<file path="src/rtl/mem_arb_pkg.sv">
// Shared constants for the memory port arbiter: FSM state encoding, owner
// codes and exception codes.
package mem_arb_pkg;

    localparam int ADDR_W = 36;
    localparam int DATA_W = 64;
    localparam int BE_W   = 8;
    localparam int CODE_W = 16;

    localparam logic [1:0] ST_IDLE   = 2'd0;
    localparam logic [1:0] ST_BUSY_F = 2'd1;
    localparam logic [1:0] ST_BUSY_D = 2'd2;
    localparam logic [1:0] ST_RESP   = 2'd3;

    localparam logic [1:0] OWN_NONE = 2'b00;
    localparam logic [1:0] OWN_F    = 2'b01;
    localparam logic [1:0] OWN_D    = 2'b10;

    localparam logic [CODE_W-1:0] CODE_OK          = 16'h0000;
    localparam logic [CODE_W-1:0] TIMEOUT_CODE_DEF = 16'h0005;

    // Increment that stops at lim.
    function automatic logic [3:0] sat_inc(input logic [3:0] v, input logic [3:0] lim);
        return (v >= lim) ? lim : v + 4'd1;
    endfunction

endpackage

</file>
<file path="src/rtl/mem_arb_watchdog.sv">
// Busy-cycle watchdog for the memory port arbiter. The module only exists
// when ARB_TIMEOUT_EN is defined; without it the arbiter has no watchdog.
// Down-counter: clear loads LIMIT-1, each enabled cycle counts down, and
// expired flags the LIMIT-th enabled cycle after a clear.
`ifdef ARB_TIMEOUT_EN
module mem_arb_watchdog #(
    parameter int unsigned LIMIT = 255
) (
    input  logic clock,
    input  logic reset_in,
    input  logic clear,
    input  logic enable,
    output logic expired
);
    localparam int unsigned W = (LIMIT < 2) ? 1 : $clog2(LIMIT + 1);
    localparam logic [W-1:0] LOAD = W'(LIMIT - 1);

    logic [W-1:0] cnt_q, cnt_d;

    // Next count: reload on clear, count down while enabled, park at zero.
    always_comb begin
        cnt_d = cnt_q;
        if (clear) begin
            cnt_d = LOAD;
        end else if (enable && (cnt_q != '0)) begin
            cnt_d = cnt_q - 1'b1;
        end
    end

    // Counter register.
    always_ff @(posedge clock or posedge reset_in) begin
        if (reset_in) begin
            cnt_q <= '0;
        end else begin
            cnt_q <= cnt_d;
        end
    end

    assign expired = enable && (cnt_q == '0);

endmodule
`endif

</file>
<file path="src/rtl/mem_port_arbiter.sv">
// Shares the single 64-bit memory port between instruction fetch (F) and
// load/store (D). D wins ties unless F has lost STARVE_LIMIT arbitrations in
// a row. Optional busy watchdog enabled by defining ARB_TIMEOUT_EN.
//
// state     | meaning
// ----------+-----------------------------------------------------------
// IDLE      | sample f_req/d_req, register winner onto m_*
// BUSY_F    | fetch transaction outstanding, m_* held until m_ack
// BUSY_D    | load/store transaction outstanding, m_* held until m_ack
// RESP      | ack pulse visible to requester; bubble so a stale held
//           | request is not re-granted
module mem_port_arbiter
    import mem_arb_pkg::*;
#(
    parameter int unsigned STARVE_LIMIT   = 4,
    parameter int unsigned TIMEOUT_CYCLES = 255,
    parameter logic [15:0] TIMEOUT_CODE   = TIMEOUT_CODE_DEF
) (
    input  logic              clock,
    input  logic              reset_in,
    input  logic              f_req,
    input  logic [ADDR_W-1:0] f_addr,
    output logic              f_ack,
    output logic [DATA_W-1:0] f_rdata,
    output logic [CODE_W-1:0] f_code,
    input  logic              d_req,
    input  logic              d_we,
    input  logic [ADDR_W-1:0] d_addr,
    input  logic [DATA_W-1:0] d_wdata,
    input  logic [BE_W-1:0]   d_be,
    output logic              d_ack,
    output logic [DATA_W-1:0] d_rdata,
    output logic [CODE_W-1:0] d_code,
    output logic              m_req,
    output logic              m_we,
    output logic [ADDR_W-1:0] m_addr,
    output logic [DATA_W-1:0] m_wdata,
    output logic [BE_W-1:0]   m_be,
    input  logic              m_ack,
    input  logic [DATA_W-1:0] m_rdata,
    input  logic [CODE_W-1:0] m_code,
    output logic [1:0]        owner
);
    localparam logic [3:0] LOSS_LIM = 4'(STARVE_LIMIT);

    logic [1:0]        state_q,   state_d;
    logic [3:0]        loss_q,    loss_d;
    logic              m_req_q,   m_req_d;
    logic              m_we_q,    m_we_d;
    logic [ADDR_W-1:0] m_addr_q,  m_addr_d;
    logic [DATA_W-1:0] m_wdata_q, m_wdata_d;
    logic [BE_W-1:0]   m_be_q,    m_be_d;
    logic              f_ack_q,   f_ack_d;
    logic [DATA_W-1:0] f_rdata_q, f_rdata_d;
    logic [CODE_W-1:0] f_code_q,  f_code_d;
    logic              d_ack_q,   d_ack_d;
    logic [DATA_W-1:0] d_rdata_q, d_rdata_d;
    logic [CODE_W-1:0] d_code_q,  d_code_d;
    logic [1:0]        owner_q,   owner_d;

`ifdef ARB_TIMEOUT_EN
    logic wd_clear, wd_enable, wd_expired;

    assign wd_clear  = (state_q == ST_IDLE) && (f_req || d_req);
    assign wd_enable = (state_q == ST_BUSY_F) || (state_q == ST_BUSY_D);

    mem_arb_watchdog #(
        .LIMIT (TIMEOUT_CYCLES)
    ) u_watchdog (
        .clock    (clock),
        .reset_in (reset_in),
        .clear    (wd_clear),
        .enable   (wd_enable),
        .expired  (wd_expired)
    );
`endif

    // Arbitration, transaction tracking and response capture.
    always_comb begin
        state_d   = state_q;
        loss_d    = loss_q;
        m_req_d   = m_req_q;
        m_we_d    = m_we_q;
        m_addr_d  = m_addr_q;
        m_wdata_d = m_wdata_q;
        m_be_d    = m_be_q;
        f_ack_d   = 1'b0;
        f_rdata_d = f_rdata_q;
        f_code_d  = f_code_q;
        d_ack_d   = 1'b0;
        d_rdata_d = d_rdata_q;
        d_code_d  = d_code_q;
        owner_d   = owner_q;

        case (state_q)
            ST_IDLE: begin
                if (f_req && (!d_req || (loss_q == LOSS_LIM))) begin
                    // Fetch carries no write data; it always reads the full word.
                    state_d   = ST_BUSY_F;
                    m_req_d   = 1'b1;
                    m_we_d    = 1'b0;
                    m_addr_d  = f_addr;
                    m_wdata_d = '0;
                    m_be_d    = '1;
                    owner_d   = OWN_F;
                    loss_d    = '0;
                end else if (d_req) begin
                    state_d   = ST_BUSY_D;
                    m_req_d   = 1'b1;
                    m_we_d    = d_we;
                    m_addr_d  = d_addr;
                    m_wdata_d = d_wdata;
                    m_be_d    = d_be;
                    owner_d   = OWN_D;
                    if (f_req) begin
                        loss_d = sat_inc(loss_q, LOSS_LIM);
                    end
                end
            end
            ST_BUSY_F, ST_BUSY_D: begin
                if (m_ack) begin
                    state_d = ST_RESP;
                    m_req_d = 1'b0;
                    if (state_q == ST_BUSY_F) begin
                        f_ack_d   = 1'b1;
                        f_rdata_d = m_rdata;
                        f_code_d  = m_code;
                    end else begin
                        d_ack_d   = 1'b1;
                        d_rdata_d = m_rdata;
                        d_code_d  = m_code;
                    end
                end
`ifdef ARB_TIMEOUT_EN
                else if (wd_expired) begin
                    state_d = ST_RESP;
                    m_req_d = 1'b0;
                    if (state_q == ST_BUSY_F) begin
                        f_ack_d   = 1'b1;
                        f_rdata_d = '0;
                        f_code_d  = TIMEOUT_CODE;
                    end else begin
                        d_ack_d   = 1'b1;
                        d_rdata_d = '0;
                        d_code_d  = TIMEOUT_CODE;
                    end
                end
`endif
            end
            ST_RESP: begin
                state_d = ST_IDLE;
                owner_d = OWN_NONE;
            end
            default: begin
                state_d = ST_IDLE;
            end
        endcase
    end

    // State and output registers; reset aborts any outstanding transaction.
    always_ff @(posedge clock or posedge reset_in) begin
        if (reset_in) begin
            state_q   <= ST_IDLE;
            loss_q    <= '0;
            m_req_q   <= 1'b0;
            m_we_q    <= 1'b0;
            m_addr_q  <= '0;
            m_wdata_q <= '0;
            m_be_q    <= '0;
            f_ack_q   <= 1'b0;
            f_rdata_q <= '0;
            f_code_q  <= CODE_OK;
            d_ack_q   <= 1'b0;
            d_rdata_q <= '0;
            d_code_q  <= CODE_OK;
            owner_q   <= OWN_NONE;
        end else begin
            state_q   <= state_d;
            loss_q    <= loss_d;
            m_req_q   <= m_req_d;
            m_we_q    <= m_we_d;
            m_addr_q  <= m_addr_d;
            m_wdata_q <= m_wdata_d;
            m_be_q    <= m_be_d;
            f_ack_q   <= f_ack_d;
            f_rdata_q <= f_rdata_d;
            f_code_q  <= f_code_d;
            d_ack_q   <= d_ack_d;
            d_rdata_q <= d_rdata_d;
            d_code_q  <= d_code_d;
            owner_q   <= owner_d;
        end
    end

    assign m_req   = m_req_q;
    assign m_we    = m_we_q;
    assign m_addr  = m_addr_q;
    assign m_wdata = m_wdata_q;
    assign m_be    = m_be_q;
    assign f_ack   = f_ack_q;
    assign f_rdata = f_rdata_q;
    assign f_code  = f_code_q;
    assign d_ack   = d_ack_q;
    assign d_rdata = d_rdata_q;
    assign d_code  = d_code_q;
    assign owner   = owner_q;

endmodule

</file>
<file path="config.mk">
export PLATFORM = sky130hd
export DESIGN_NAME = mem_port_arbiter
export DESIGN_NICKNAME = d
export VERILOG_FILES = /design/src/rtl/mem_arb_pkg.sv /design/src/rtl/mem_arb_watchdog.sv /design/src/rtl/mem_port_arbiter.sv
export SDC_FILE = /design/constraint.sdc
export NUM_CORES = 1
export LEC_CHECK = 0
export ABC_AREA = 1
export ABC_CLOCK_PERIOD_IN_PS = 16900
export CORE_AREA = 5 5 194 196
export CTS_BUF_LIST = sky130_fd_sc_hd__clkbuf_8 sky130_fd_sc_hd__clkbuf_16
export DETAILED_ROUTE_END_ITERATION = 10
export DIE_AREA = 0 0 199 201
export SETUP_SLACK_MARGIN = 0.1
export SYNTH_ARGS = -nofsm -noshare
export SYNTH_HDL_FRONTEND = slang
export SYNTH_SLANG_ARGS = --single-unit
</file>
<file path="constraint.sdc">
create_clock -name clock -period 16.9 [get_ports clock]
set_clock_uncertainty 0.15 [all_clocks]
set_input_delay 5.07 -clock clock [delete_from_list [all_inputs] [get_ports clock]]
set_output_delay 5.07 -clock clock [all_outputs]
set_load 0.05 [all_outputs]
</file>
Yosys cells after proc, flatten, opt, wreduce, memory -nomap -nowiden
Index checks and enable logic that the tools add are counted.
W data, S select, Z words.
Storage, ports and cells
  register bits: 280
  output and inout bits: 274
  bits of input ports: 230
  word-level logic and storage cells: 66
Operators by class
  eq/ne operators: 6
  magnitude comparators: 1
  reductions and logical operators: 16
  bitwise logic cells: 1
  muxes and demuxes: 27
  add/sub/neg operators: 1
Operators with widths (count)
  $mux W64: 2
  $mux W36: 2
  $mux W4: 4
  $mux W8: 2
  $reduce_and A3 Y1: 4
  $mux W1: 11
  $reduce_bool A2 Y1: 4
  $mux W2: 3
  $pmux W2 S3: 1
  $reduce_and A2 Y1: 3
  $add A4 B1 Y4 const B: 1
  $eq A2 B2 Y1 const B: 2
  $eq A4 B3 Y1 const B: 1
  $ge A4 B3 Y1 const B: 1
  $pmux W2 S2: 1
  $ne A3 B3 Y1 const B: 1
  $eq A2 B1 Y1 const B: 1
  $logic_not A2 Y1: 1
  $ne A2 B2 Y1 const B: 1
  $pmux W1 S2: 1
  $reduce_or A2 Y1: 1
  $logic_and A1 B1 Y1: 1
  $logic_not A1 Y1: 1
  $logic_or A1 B1 Y1: 1
  $not A1 Y1: 1

Depth between registers and ports, before layout
  depth after elaboration: 5
  depth in mapped cells: 10

Worst setup path after synthesis
No wires, ideal clock.
  kind: input port to flip-flop
  start: in m_ack
  end: reg f_code_q[10] (netlist: f_code[10])
  path buffers: 2
  stages on the path: 4
  data arrival time: 5.699 ns
  data required time: 16.620 ns
  setup slack: 10.921 ns
  cell sequence: nand2_1 > buf_2 > clkbuf_1 > o21ai_0
On the way
  cells in the longest elaborated chain, start to end: 1
RTL lines
  start, declared: line mem_port_arbiter.sv:39  | input logic m_ack,
  $reduce_and A3 Y1 (no line)
  end signal, assigned: line mem_port_arbiter.sv:187  | f_code_q <= f_code_d;
  end, declared: line mem_port_arbiter.sv:55  | logic [CODE_W-1:0] f_code_q, f_code_d;
Every way passes these cells.
A chain may end at the register's enable or synchronous reset.

Worst setup path after layout
  start: in f_req
  end: reg m_be_q[0] (netlist: m_be[0])
On the way
  cells in the longest elaborated chain, start to end: 3
  elaborated cells on any way between the ends: 4
  those cells by class: 1 x mux; 3 x reduce/logical
RTL lines
  start, declared: line mem_port_arbiter.sv:21  | input logic f_req,
  $logic_and A1 B1 Y1 *: line mem_port_arbiter.sv:97  | if (f_req && (!d_req || (loss_q == LOSS_LIM))) begin
  $reduce_bool A2 Y1 (no line)
  $reduce_and A2 Y1 (no line)
  end signal, assigned: line mem_port_arbiter.sv:184  | m_be_q <= m_be_d;
  end, declared: line mem_port_arbiter.sv:52  | logic [BE_W-1:0] m_be_q, m_be_d;
Every way passes the cells marked *; elsewhere a longest branch is shown, timed or not.

==> flow_metrics.env <==
export IMPL_status="finished, final reports clean"
export IMPL_vias=10100
export IMPL_boundaryPins=504
export IMPL_grt_max_degree=144
export IMPL_cp_start_kind="input port"
export IMPL_timing_hold_ws_ps=325
export IMPL_drv_cap=0
export IMPL_end_kind="flip-flop"
export IMPL_layout_common_cells="503 x clkdlybuf4s50_1, 413 x nand2_1, 280 x dfrtp_1"
export IMPL_ys_types=19
export IMPL_die_w_um=199
export IMPL_maxSlewViolCount=0
export IMPL_netlist_area_um2=11400
export IMPL_cell_internal_pwr_mw=2.15
export IMPL_layout_setup_ws_ps=9460
export IMPL_total_power_mw=4.25
export IMPL_pre_cts_slack_ps=8950
export IMPL_p_comb_share_pct=55.8
export IMPL_tightest_slew_ps=1150
export IMPL_power_switching_fraction_pct=49.3
export IMPL_area_delta_synth_final_pct=56.3
export IMPL_regArea_um2=7010
export IMPL_grt_total_usage_pct=18.7
export IMPL_ys_seq_area_share_pct=61.5
export IMPL_cts_sinks=280
export IMPL_clk_path_buf_depth=3
export IMPL_period_share_pct=44.0
export IMPL_slowest_delay_ps=480
export IMPL_synth_nets=1526
export IMPL_wire_per_inst_um=17.2
export IMPL_cpLargestDelayFamily="buffers and inverters"
export IMPL_die_h_um=201
export IMPL_rsz0062_at_grt="false"
export IMPL_routabilityCongestion=0.806
export IMPL_holdBufCountCts=0
export IMPL_grt_ovfl_total=0
export IMPL_drive_above_1_share_pct=3.93
export IMPL_clock_fmax_mhz=134
export IMPL_setup_viol_count_final=0
export IMPL_place_area_um2=16700
export IMPL_multiInputGateArea_um2=3350
export IMPL_ys_ff_latch=280
export IMPL_drtIter0Drc=590
export IMPL_fillers=3470
export IMPL_initial_core_util_pct=31.7
export IMPL_cp_common_cell="buf_4"
export IMPL_path_max_fanout=95
export IMPL_synth_warnings=0
export IMPL_grt_first_pass_wirelength_um=59800
export IMPL_cts_setup_buffers=0
export IMPL_numCtsBuffers=34
export IMPL_cts_resized=0
export IMPL_antenna_found_initial=4
export IMPL_min_path_type="flip-flop to flip-flop"
export IMPL_hold_viol_final=0
export IMPL_relSlewSlack_pct=23.4
export IMPL_synthCells=1290
export IMPL_clockRootBuffer="clkbuf_16"
export IMPL_via_per_inst=4.49
export IMPL_htree_levels=2
export IMPL_setup_tns_final_ps=0
export IMPL_hpwl_um=27600
export IMPL_finalWirelength_um=38800
export IMPL_synthTopCellsByArea="dfrtp_1 61%, nand2_1 14%, nand3_1 6.2%"
export IMPL_core_um2=35900
export IMPL_path_buf_inv=4
export IMPL_clk_pin_slew_worst_paths_ps=60
export IMPL_final_cell_area_um2=17800
export IMPL_p_sw_mw=2.10
export IMPL_yosysTopAreaCell="dfrtp_1"
export IMPL_p_per_area_nw_per_um2=239
export IMPL_critPathArrivalTime_ps=7640
export IMPL_leakage_nw=8.70
export IMPL_num_nets_final=1996
export IMPL_cts_tree="done"
export IMPL_port_buffers=503
export IMPL_syn_area_per_cell_um2=8.84
export IMPL_clkPwrFrac_pct=17.1
export IMPL_drc_errors=0
export IMPL_fp_row_count=70
export IMPL_crit_slowest_cell="buf_4"
export IMPL_grt_pass1_vias=10300
export IMPL_first_pass_iters=5
export IMPL_fin_crit_ps=7440
export IMPL_final_antenna_net_count=0
export IMPL_dieArea_um2=40000
export IMPL_required_ps=17100
export IMPL_final_common_cell="clkdlybuf4s50_1"
export IMPL_irDropWorstVdd_mv=0.134
export IMPL_clk_latency_ps=480
export IMPL_pwr_share_seq_pct=27.1
export IMPL_synth_top_area_share_pct=61.5
export IMPL_critical_path_cell_chain="clkdlybuf4s50_1 -> buf_4 -> nor2_2 -> nor2_4 -> clkinv_2 -> buf_4 -> nor2_1 -> a21oi_1"
export IMPL_criticalPathCategory="input port to flip-flop"
## layer usage
metal | track usage (%) | vias to the layer above | share of wire, %
li1 | - | 4971 | -
met1 | 23.8 | 4732 | 41
met2 | 31.6 | 342 | 49
met3 | 3.71 | 84 | 6.3
met4 | 7.13 | 0 | 3.8
met5 | 0 | - | 0
## kinds of logic (layout without fill, tap and decap cells)
| family | Yosys count | count (layout) | synth area share, % |
|---|---|---|---|
| AO/OA/AOI/OAI | 177 | 177 | 7.80 |
| flip-flops | 280 | 280 | 61.5 |
| buffers and inverters | 246 | 738 | 9.28 |
| other | 0 | 4 | 0 |
| AND/OR/NAND/NOR | 581 | 581 | 20.8 |
| adder cells (fa/ha/maj) | 6 | 6 | 0.658 |
## path summary, 6_finish.rpt
check | start | end | slack (ps) | depth (start not counted)
worst max register to register | loss_q[0]$_DFFE_PP0P_ | m_wdata[55]$_DFFE_PP0P_ | 14020 | 9
worst min register to register | m_addr[24]$_DFFE_PP0P_ | m_addr[24]$_DFFE_PP0P_ | 330 | 2
worst min-delay path | m_addr[24]$_DFFE_PP0P_ | m_addr[24]$_DFFE_PP0P_ | 330 | 2
min in group asynchronous | reset_in | f_rdata[28]$_DFFE_PP0P_ | 5060 | 2
max in group asynchronous | reset_in | m_wdata[21]$_DFFE_PP0P_ | 9980 | 3
worst max-delay path | f_req | m_be[0]$_DFFE_PP0P_ | 9460 | 8
## power by group through the flow
stage / registers (mW) / clock network (mW) / logic [mW]
2_1_floorplan: 2.18 / 0 / 0.513
3_3_place_gp: 1.16 / 0 / 2.38
3_5_place_dp: 1.16 / 0 / 2.40
4_1_cts: 1.15 / 0.751 / 2.40
5_1_grt: 1.19 / 0.778 / 2.51
6_report: 1.15 / 0.728 / 2.37
## sequential cells by signal, indices dropped and copies added (netlist names)
| signal | flops |
|---|---|
| state_q | 2 |
| d_rdata | 64 |
| f_ack | 1 |
| m_addr | 36 |
| f_code | 16 |
| m_req | 1 |
| m_we | 1 |
| owner | 2 |
| d_code | 16 |
| loss_q | 4 |
| m_wdata | 64 |
| m_be | 8 |
| d_ack | 1 |
| f_rdata | 64 |
## tightest hold or removal path, cell delays in order, from the launching register on
cell	delay, ps
dfrtp_1	340
nand2_1	60
nand2_1	50
## metrics by stage
step	instances	utilization (%)
final	2254	49.6
after global routing	2254	49.6
after CTS	2250	49.6
after detailed placement	2192	46.5
after global placement	2192	46.5
after floorplan	1290	-
## cell type report
| type | instances | share of cell area [%] |
|---|---|---|
| antenna | 4 | 0.0562 |
| tap | 468 | 3.29 |
| timing repair buffer | 512 | 28.6 |
| clock buffer | 41 | 5.38 |
| sequential | 280 | 39.3 |
| clock inverter | 17 | 0.913 |
| inverter | 168 | 3.60 |
| multi-input combinational | 764 | 18.8 |
## cells in the mapped netlist, drive strengths merged
library cell,number
nand2,415
dfrtp,280
inv,168
o21ai,165
nand3,141
buf,64
nor2,24
clkbuf,14
a21oi,9
ha,6
o22ai,3
nor3,1
No activity file was read; power rests on OpenSTA's default activity.
